File: config.mk
export PLATFORM = sky130hd
export DESIGN_NAME = parking_display_scan
export DESIGN_NICKNAME = d
export VERILOG_FILES = /design/src/rtl/parking_pkg.sv /design/src/rtl/seg_glyph_rom.sv /design/src/rtl/parking_display_scan.sv
export SDC_FILE = /design/constraint.sdc
export NUM_CORES = 1
export LEC_CHECK = 0
export BUFFER_PORTS_ARGS = -buffer_cell sky130_fd_sc_hd__clkbuf_2
export CORE_ASPECT_RATIO = 1.1
export CORE_MARGIN = 2
export CORE_UTILIZATION = 30
export DETAILED_ROUTE_END_ITERATION = 12
export GPL_ROUTABILITY_DRIVEN = 0
export HOLD_SLACK_MARGIN = 0.06
export SLEW_MARGIN = 30
export SYNTH_ARGS = -nofsm -noshare
export SYNTH_HDL_FRONTEND = slang
export SYNTH_SLANG_ARGS = --single-unit
File: constraint.sdc
create_clock -name clk -period 3.5 [get_ports clk]
set_clock_uncertainty 0.05 [all_clocks]
set_input_delay 0.35 -clock clk [delete_from_list [all_inputs] [get_ports clk]]
set_output_delay 0.35 -clock clk [all_outputs]
set_load 0.005 [all_outputs]
File: src/rtl/parking_pkg.sv
// ---------------------------------------------------------------------------
// parking_pkg
// Shared definitions for the parking slot display path.
//   - 5-bit glyph codes understood by the seven-segment decoders
//   - 7-bit active-low segment patterns, bit 6 = segment a ... bit 0 = g
//   - scan state encoding used by the multiplexed display driver
// ---------------------------------------------------------------------------
package parking_pkg;

    localparam int CODE_W = 5;
    localparam int SEG_W  = 7;

    // Glyph codes; 0..9 are the decimal digits themselves.
    localparam logic [CODE_W-1:0] GLYPH_L     = 5'd10;
    localparam logic [CODE_W-1:0] GLYPH_U     = 5'd11;
    localparam logic [CODE_W-1:0] GLYPH_F     = 5'd12;
    localparam logic [CODE_W-1:0] GLYPH_O     = 5'd13;
    localparam logic [CODE_W-1:0] GLYPH_P     = 5'd14;
    localparam logic [CODE_W-1:0] GLYPH_E     = 5'd15;
    localparam logic [CODE_W-1:0] GLYPH_N     = 5'd16;
    localparam logic [CODE_W-1:0] GLYPH_DASH  = 5'd17;
    localparam logic [CODE_W-1:0] GLYPH_BLANK = 5'd18;

    // Active-low segment patterns {a,b,c,d,e,f,g}.
    localparam logic [SEG_W-1:0] SEG_0     = 7'b0000001;
    localparam logic [SEG_W-1:0] SEG_1     = 7'b1001111;
    localparam logic [SEG_W-1:0] SEG_2     = 7'b0010010;
    localparam logic [SEG_W-1:0] SEG_3     = 7'b0000110;
    localparam logic [SEG_W-1:0] SEG_4     = 7'b1001100;
    localparam logic [SEG_W-1:0] SEG_5     = 7'b0100100;
    localparam logic [SEG_W-1:0] SEG_6     = 7'b0100000;
    localparam logic [SEG_W-1:0] SEG_7     = 7'b0001111;
    localparam logic [SEG_W-1:0] SEG_8     = 7'b0000000;
    localparam logic [SEG_W-1:0] SEG_9     = 7'b0000100;
    localparam logic [SEG_W-1:0] SEG_L     = 7'b1110001;
    localparam logic [SEG_W-1:0] SEG_U     = 7'b1000001;
    localparam logic [SEG_W-1:0] SEG_F     = 7'b0111000;
    localparam logic [SEG_W-1:0] SEG_O     = 7'b0000001;
    localparam logic [SEG_W-1:0] SEG_P     = 7'b0011000;
    localparam logic [SEG_W-1:0] SEG_E     = 7'b0110000;
    localparam logic [SEG_W-1:0] SEG_N     = 7'b1101010;
    localparam logic [SEG_W-1:0] SEG_DASH  = 7'b1111110;
    localparam logic [SEG_W-1:0] SEG_BLANK = 7'b1111111;

    // Scan slot phase: one dark GAP cycle, then DRIVE for the rest of the slot.
    typedef enum logic {
        SCAN_GAP   = 1'b0,
        SCAN_DRIVE = 1'b1
    } scan_state_e;

endpackage : parking_pkg

File: src/rtl/seg_glyph_rom.sv
// ---------------------------------------------------------------------------
// seg_glyph_rom
// Combinational glyph decoder: 5-bit glyph code to active-low segment pattern.
// Shared by every seven-segment display in the parking system.
// Ports:
//   code_i  in  5 : glyph code (0..9 digits, 10..17 letters/dash, 18..31 blank)
//   seg_o   out 7 : active-low segments, seg_o[6]=a ... seg_o[0]=g
// ---------------------------------------------------------------------------
module seg_glyph_rom
    import parking_pkg::*;
(
    input  logic [CODE_W-1:0] code_i,
    output logic [SEG_W-1:0]  seg_o
);

    always_comb begin
        seg_o = SEG_BLANK;
        case (code_i)
            5'd0:       seg_o = SEG_0;
            5'd1:       seg_o = SEG_1;
            5'd2:       seg_o = SEG_2;
            5'd3:       seg_o = SEG_3;
            5'd4:       seg_o = SEG_4;
            5'd5:       seg_o = SEG_5;
            5'd6:       seg_o = SEG_6;
            5'd7:       seg_o = SEG_7;
            5'd8:       seg_o = SEG_8;
            5'd9:       seg_o = SEG_9;
            GLYPH_L:    seg_o = SEG_L;
            GLYPH_U:    seg_o = SEG_U;
            GLYPH_F:    seg_o = SEG_F;
            GLYPH_O:    seg_o = SEG_O;
            GLYPH_P:    seg_o = SEG_P;
            GLYPH_E:    seg_o = SEG_E;
            GLYPH_N:    seg_o = SEG_N;
            GLYPH_DASH: seg_o = SEG_DASH;
            default:    seg_o = SEG_BLANK;  // 18..31 are all dark
        endcase
    end

endmodule : seg_glyph_rom

File: src/rtl/parking_display_scan.sv
// ---------------------------------------------------------------------------
// parking_display_scan
// Multiplexed N-digit seven-segment driver. Latches a multi-digit message into
// a shadow register and scans it one digit at a time onto a shared segment
// bus, with a one-cycle dark gap at the start of every digit slot to prevent
// ghosting, an optional blink mode and a once-per-frame tick.
// Ports:
//   clk         in  1       : system clock, rising edge
//   rst_n       in  1       : asynchronous active-low reset
//   code_bus    in  5*N     : glyph codes, digit i at [5i+4:5i], digit 0 rightmost
//   load        in  1       : copy code_bus into the shadow register
//   blink_en    in  1       : enable blinking at the BLINK_FRAMES rate
//   blank       in  1       : force display dark (scan keeps running)
//   seg         out 7       : active-low segments, seg[6]=a ... seg[0]=g
//   an          out N       : active-low anode enables, one-hot-low in DRIVE
//   frame_tick  out 1       : pulse on the cycle the scan returns to digit 0
// ---------------------------------------------------------------------------
module parking_display_scan
    import parking_pkg::*;
#(
    parameter int NUM_DIGITS   = 4,
    parameter int REFRESH_DIV  = 50000,
    parameter int BLINK_FRAMES = 64
) (
    input  logic                         clk,
    input  logic                         rst_n,
    input  logic [CODE_W*NUM_DIGITS-1:0] code_bus,
    input  logic                         load,
    input  logic                         blink_en,
    input  logic                         blank,
    output logic [SEG_W-1:0]             seg,
    output logic [NUM_DIGITS-1:0]        an,
    output logic                         frame_tick
);

    localparam int DIV_W = (REFRESH_DIV  > 1) ? $clog2(REFRESH_DIV)  : 1;
    localparam int IDX_W = (NUM_DIGITS   > 1) ? $clog2(NUM_DIGITS)   : 1;
    localparam int FRM_W = (BLINK_FRAMES > 1) ? $clog2(BLINK_FRAMES) : 1;

    logic [NUM_DIGITS-1:0][CODE_W-1:0] shadow_q, shadow_d;
    logic [DIV_W-1:0]                  div_cnt_q, div_cnt_d;
    logic [IDX_W-1:0]                  dig_idx_q, dig_idx_d;
    logic [FRM_W-1:0]                  frame_cnt_q, frame_cnt_d;
    logic                              blink_phase_q, blink_phase_d;
    scan_state_e                       state_q, state_d;

    logic [SEG_W-1:0]                  seg_q, seg_d;
    logic [NUM_DIGITS-1:0]             an_q, an_d;
    logic                              frame_tick_q, frame_tick_d;

    logic                              div_last, idx_last, frame_last, wrap;
    logic                              dark_d, show_d;
    logic [CODE_W-1:0]                 glyph_code;
    logic [SEG_W-1:0]                  glyph_seg;

    // Counter next-state
    always_comb begin
        div_last   = (div_cnt_q   == DIV_W'(REFRESH_DIV - 1));
        idx_last   = (dig_idx_q   == IDX_W'(NUM_DIGITS - 1));
        frame_last = (frame_cnt_q == FRM_W'(BLINK_FRAMES - 1));
        wrap       = div_last && idx_last;

        div_cnt_d = div_last ? '0 : div_cnt_q + DIV_W'(1);

        dig_idx_d = dig_idx_q;
        if (div_last) begin
            dig_idx_d = idx_last ? '0 : dig_idx_q + IDX_W'(1);
        end

        frame_cnt_d   = frame_cnt_q;
        blink_phase_d = blink_phase_q;
        if (wrap) begin
            frame_cnt_d = frame_last ? '0 : frame_cnt_q + FRM_W'(1);
            if (frame_last) begin
                blink_phase_d = ~blink_phase_q;
            end
        end

        shadow_d = load ? code_bus : shadow_q;
    end

    // GAP always lasts one cycle; DRIVE ends when the slot divider wraps.
    always_comb begin
        state_d = state_q;
        case (state_q)
            SCAN_GAP:   state_d = SCAN_DRIVE;
            SCAN_DRIVE: state_d = div_last ? SCAN_GAP : SCAN_DRIVE;
            default:    state_d = SCAN_GAP;
        endcase
    end

    // The glyph for the digit about to be shown is taken from the shadow as it
    // stands before this edge, so a load lands on seg one edge after capture.
    always_comb begin
        glyph_code = GLYPH_BLANK;
        for (int i = 0; i < NUM_DIGITS; i++) begin
            if (dig_idx_d == IDX_W'(i)) begin
                glyph_code = shadow_q[i];
            end
        end
    end

    seg_glyph_rom u_glyph_rom (
        .code_i (glyph_code),
        .seg_o  (glyph_seg)
    );

    // Output next-state: outputs always describe the slot position being
    // entered, so they line up with div_cnt/dig_idx during the same cycle.
    always_comb begin
        dark_d       = blank | (blink_en & ~blink_phase_d);
        show_d       = (state_d == SCAN_DRIVE) && !dark_d;
        seg_d        = show_d ? glyph_seg : SEG_BLANK;
        frame_tick_d = wrap;
        for (int i = 0; i < NUM_DIGITS; i++) begin
            an_d[i] = !(show_d && (dig_idx_d == IDX_W'(i)));
        end
    end

    always_ff @(posedge clk or negedge rst_n) begin
        if (!rst_n) begin
            shadow_q      <= {NUM_DIGITS{GLYPH_BLANK}};
            div_cnt_q     <= '0;
            dig_idx_q     <= '0;
            frame_cnt_q   <= '0;
            blink_phase_q <= 1'b1;
            state_q       <= SCAN_GAP;
            seg_q         <= SEG_BLANK;
            an_q          <= '1;
            frame_tick_q  <= 1'b0;
        end else begin
            shadow_q      <= shadow_d;
            div_cnt_q     <= div_cnt_d;
            dig_idx_q     <= dig_idx_d;
            frame_cnt_q   <= frame_cnt_d;
            blink_phase_q <= blink_phase_d;
            state_q       <= state_d;
            seg_q         <= seg_d;
            an_q          <= an_d;
            frame_tick_q  <= frame_tick_d;
        end
    end

    assign seg        = seg_q;
    assign an         = an_q;
    assign frame_tick = frame_tick_q;

endmodule : parking_display_scan
== Word-level counts from Yosys, hierarchy flattened ==
Memory sizes are Yosys's and may differ from the RTL's.
Cells that the tools add are included.
Word-level totals
  latch bits: 0
  logic and storage cells: 52
  bits in writable memories: 0
  ROM bits: 224
  output and inout bits: 12
  memories: 1
  flip-flop bits (word level): 58
Operators by class
  $add $sub $neg: 3
  muxes and demuxes: 13
  bitwise operators: 5
  equality and inequality tests: 6
  order comparisons: 0
  $mul: 0
  div/mod/pow operators: 0
  reductions and logical operators: 12
  shift-type cells: 0
Memories
  (name not given): words 32, bits a word 7, rd ports 1, clocked after Yosys merged registers in 0, wr ports 0, line seg_glyph_rom.sv:18  | case (code_i)
Operator list (number)
  5-bit two-way mux: 4
  16-bit by 1-bit adder with 16-bit output, second input constant: 1
  16-bit == test, second input constant: 1
  16-bit two-way mux: 1
  7-bit two-way mux: 1
  6-bit by 1-bit adder with 6-bit output, second input constant: 1
  2-bit == test, second input constant: 3
  6-bit == test, second input constant: 1
  1-bit logical AND: 6
  6-bit two-way mux: 1
  1-bit logical NOT: 5
  2-bit two-way mux: 2
  1-bit two-way mux: 3
  1-bit NOT: 3
  2-bit by 1-bit adder with 2-bit output, second input constant: 1
  2-bit by 1-bit == test with 1-bit output, second input constant: 1
  2-bit logical NOT: 1
  1-bit one-hot mux with 2 select lines: 1
  1-bit bitwise AND: 1
  1-bit OR: 1

== Depth between registers and ports, before layout ==
  depth in word-level cells: 10
  depth in mapped cells: 12

== By module ==
Synthesis repeated with hierarchy kept, for this count alone.
Second synthesis, totals
  cell total of the unflattened synthesis: 238
  area, all modules: 2810.2 um^2
By module, submodules not included
  parking_display_scan: cells an instance 200, instances 1, area an instance 2517.4 um^2
  seg_glyph_rom: cells an instance 38, instances 1, area an instance 292.8 um^2

== Worst setup path before layout ==
OpenSTA, ideal clock, no wires.
  kind: reg2reg
  from: register div_cnt_q[7]
  to: register seg_q[0], in the netlist seg[0]
  library setup time: 0.091 ns
  slack: 0.017 ns
  arrival time: 3.343 ns
  clock period less this slack: 3.483 ns
  path buffers: 0
  stages on the path, launching flop included: 12
  path through: dfrtp_1 > or4b_4 > nor4_4 > mux2i_2 > clkinv_2 > a21oi_1 > a22o_1 > inv_1 > ha_1 > nor3b_1 > a2111oi_2 > o31ai_1
Between the ends
  longest elaborated chain between the ends: 9
Ends and longest elaborated chain
  start, declared: line parking_display_scan.sv:41  | logic [DIV_W-1:0] div_cnt_q, div_cnt_d;
  start signal, assigned: line parking_display_scan.sv:133  | div_cnt_q <= div_cnt_d;
  16-bit == test (*): line parking_display_scan.sv:58  | div_last = (div_cnt_q == DIV_W'(REFRESH_DIV - 1));
  2-bit two-way mux (*): line parking_display_scan.sv:66  | if (div_last) begin
  net dig_idx_d[0]: line parking_display_scan.sv:42  | logic [IDX_W-1:0] dig_idx_q, dig_idx_d;
  2-bit logical NOT: line parking_display_scan.sv:97  | if (dig_idx_d == IDX_W'(i)) begin
  5-bit two-way mux (3 in series): line parking_display_scan.sv:97
  5-bit two-way mux (*): line parking_display_scan.sv:97
  memory read 32 x 7 bit (*)
  7-bit two-way mux (*): line parking_display_scan.sv:113  | seg_d = show_d ? glyph_seg : SEG_BLANK;
  net seg_d[0]: line parking_display_scan.sv:47  | logic [SEG_W-1:0] seg_q, seg_d;
  end signal, assigned: line parking_display_scan.sv:138  | seg_q <= seg_d;
  end, declared: line parking_display_scan.sv:47
The timed path passes the listed nets; every way through them passes the cells marked *.
A chain may end at the register's enable or synchronous reset.

== Final worst setup path ==
  from: register div_cnt_q[7]
  to: register seg_q[0], in the netlist seg[0]
Between the ends
  longest elaborated chain between the ends: 9
Ends and longest elaborated chain (line)
  16-bit == test (*): parking_display_scan.sv:58
  2-bit two-way mux / 1-bit logical AND (equally long branches): parking_display_scan.sv:66, parking_display_scan.sv:61
  2-bit logical NOT / 1-bit two-way mux (equally long branches): parking_display_scan.sv:97, parking_display_scan.sv:72
  5-bit two-way mux / 1-bit NOT (equally long branches): parking_display_scan.sv:97, parking_display_scan.sv:111
  5-bit two-way mux / 1-bit bitwise AND (equally long branches): parking_display_scan.sv:97, parking_display_scan.sv:111
  5-bit two-way mux / 1-bit OR (equally long branches): parking_display_scan.sv:97, parking_display_scan.sv:111
  5-bit two-way mux / 1-bit logical NOT (equally long branches): parking_display_scan.sv:97, parking_display_scan.sv:112
  memory read 32 x 7 bit / 1-bit logical AND (equally long branches)
  7-bit two-way mux (*): parking_display_scan.sv:113
  net seg_d[0]: parking_display_scan.sv:47
Marked as above.

==> flow_summary.toml <==
[status]
status = "finished clean"

[timing]
finalHoldViolCount = 0
worst_slack_ns = 0.1560
slew_headroom_pct = 54.32
maxSlewViolCount = 0
tightest_slew_ns = 0.6852
setup_viol = 0
rsz0062_at_grt = "false"
fmax_mhz = 299.0
period_minus_slack_ns = 3.344
finalSetupTns_ns = 0
layout_worst_path_cycle_share_pct = 95.54

[synthesis]
ys_warn_count = 0
async_flop_share_pct = 100.0
synth_nets = 298
synthCells = 263
ys.flop_type = "dfrtp_1"
yosysUniqueCellTypes = 55
ys_ff_latch = 58
yosysSeqAreaShare_pct = 50.45
avgSynthCellArea_um2 = 11.13
syn_area_um2 = 2927
synth_edf_count = 0

[clock_tree]
post-cts-setup-buffers = 0
cts_max_path_buffers = 2
cts_htree_levels = 3
tritoncts = "done"
path_clk_slew_ns = 0.07
cts_sinks = 58
numCtsBuffers = 9
clock_latency_ns = 0.34
clockRootBuffer = "clkbuf_8"

[critical_path]
critPathKind = "register to register"
path_max_fanout = 6
crit_arrival_ns = 3.55
cp-end-kind = "register"
cp.required_ns = 3.70
critPathLaunchType = "register"

[place]
dp.cells = 415
dp_hpwl_um = 4590
io_buffers = 36
post-place-ws_ns = 0.2001

[drt]
via_count = 2159
viasPerCell = 4.998
wl_um = 6080
dr.pass1.iters = 4
route.detailed.drc = 0
drtIter0Drc = 90
wl_per_cell_um = 14.07
drtAntennaViolNets = 0

[cells_and_area]
diodes = 0
layout.cells.non_filler = 432
layout_commonest_cell = "dfrtp_1"
drive_gt1_share_pct = 34.29
mostFrequentLayoutCells = "dfrtp_1, clkbuf_2, nand2_1"
finalNetCount = 345
area_growth_pct = 18.13

[die]
die_area_um2 = 10560
die_w_um = 98.17
fp-row-count = 37
initial_core_util_pct = 30.99
core_um2 = 9444
die_y_um = 107.6
pin_count = 37

[global_route]
grt-ovfl-total = 0
grt_max_degree = 31
grt_pass1_wl_um = 10300
antenna_found_initial = 0
grt_util_all_layers_pct = 12.39
grt_pass1_vias = 2137

[pwr]
ir_drop_uv = 251.0
p_leak_nw = 1.549
p_total_mw = 1.396
powerDensity_nw_per_um2 = 403.8

[min_path]
hold_class = "primary input to register"

[job]
maxCapViolations = 0
[layout make-up]
type	instances	area [um^2]
inverter	12	46.29
sequential	58	1476
tap	117	146.4
fill	968	5987
clock buffer	11	141.4
multi-input combinational	186	1381
clock inverter	5	30.03
timing repair buffer	43	235.2
[path summary, 6_finish.rpt]
check,from,cells after the start,slack (ns),to
hold / removal,code_bus[19],3,0.17,shadow_q[19]
setup reg to reg,div_cnt_q[7],11,0.16,seg[0]
setup / recovery,div_cnt_q[7],11,0.16,seg[0]
min in group asynchronous,rst_n,2,0.54,frame_cnt_q[3]
max in group asynchronous,rst_n,3,1.99,shadow_q[14]
hold reg to reg,div_cnt_q[0],1,0.41,div_cnt_q[0]
[critical path, cell delays in order, from the launching register on]
cell	delay, ns
dfrtp_1	0.42
or4b_4	0.60
nor4_4	0.39
mux2i_4	0.34
buf_4	0.19
a21oi_1	0.05
a22o_1	0.24
inv_1	0.13
ha_1	0.22
nor3b_1	0.29
a2111oi_2	0.10
o31ai_1	0.25
[cell families after synthesis]
group,synth area share [%]
xor gates and xnor gates,4.788
muxes,9.234
adders and majority gates,4.275
AOI/OAI and AO/OA,11.67
buffers and inverters,2.651
and+or+nand+nor,16.93
DFF,50.45
[state kept, by name, indices dropped and copies added (netlist names)]
register,flops
an,4
state_q,1
shadow_q,20
blink_phase_q,1
frame_tick,1
dig_idx_q,2
frame_cnt_q,6
seg,7
div_cnt_q,16
[repair_timing]
action	CTS	global route
gates resized for setup	0	1
setup endpoints to repair	0	1
hold buffers	1	0
hold endpoints to repair	16	0
[report_power, final]
group / leakage, nW / total, mW / switching (mW) / internal (mW)
clock: 0.0851 / 0.532 / 0.260 / 0.272
sequential: 0.696 / 0.724 / 0.0141 / 0.710
combinational: 0.768 / 0.140 / 0.0769 / 0.0635
[per-layer routing]
metal	GRT usage (%)	vias to the layer above	part of all wire, %
li1	-	1041	-
met1	15.55	1048	47
met2	19.72	53	46
met3	3.442	17	4.3
met4	6.067	0	2.6
met5	0	-	0
[synthesized netlist by cell type (all sizes together), types with 6 or more instances]
master / count / area [um^2]
xor2: 11 / 96.34
nor2: 18 / 75.07
ha: 10 / 125.1
dfrtp: 38 / 950.9
o21ai: 19 / 95.09
dfstp: 20 / 525.5
mux2i: 6 / 63.81
nand2: 24 / 90.09
a21oi: 6 / 30.03
and3: 6 / 37.54
nand3: 13 / 65.06
mux2: 18 / 206.4
inv: 11 / 41.29
[metrics by stage]
stage	hold slack, ns	area, um^2	util [%]
finish	0.1674	3457	36.61
global route	0.1642	3457	36.61
CTS	0.1528	3448	36.51
detailed placement	0.3863	3267	34.59
global placement	0.3753	3267	34.59
floorplan	0.004409	2927	-
Note: power is estimated with default switching activity, not from simulation.
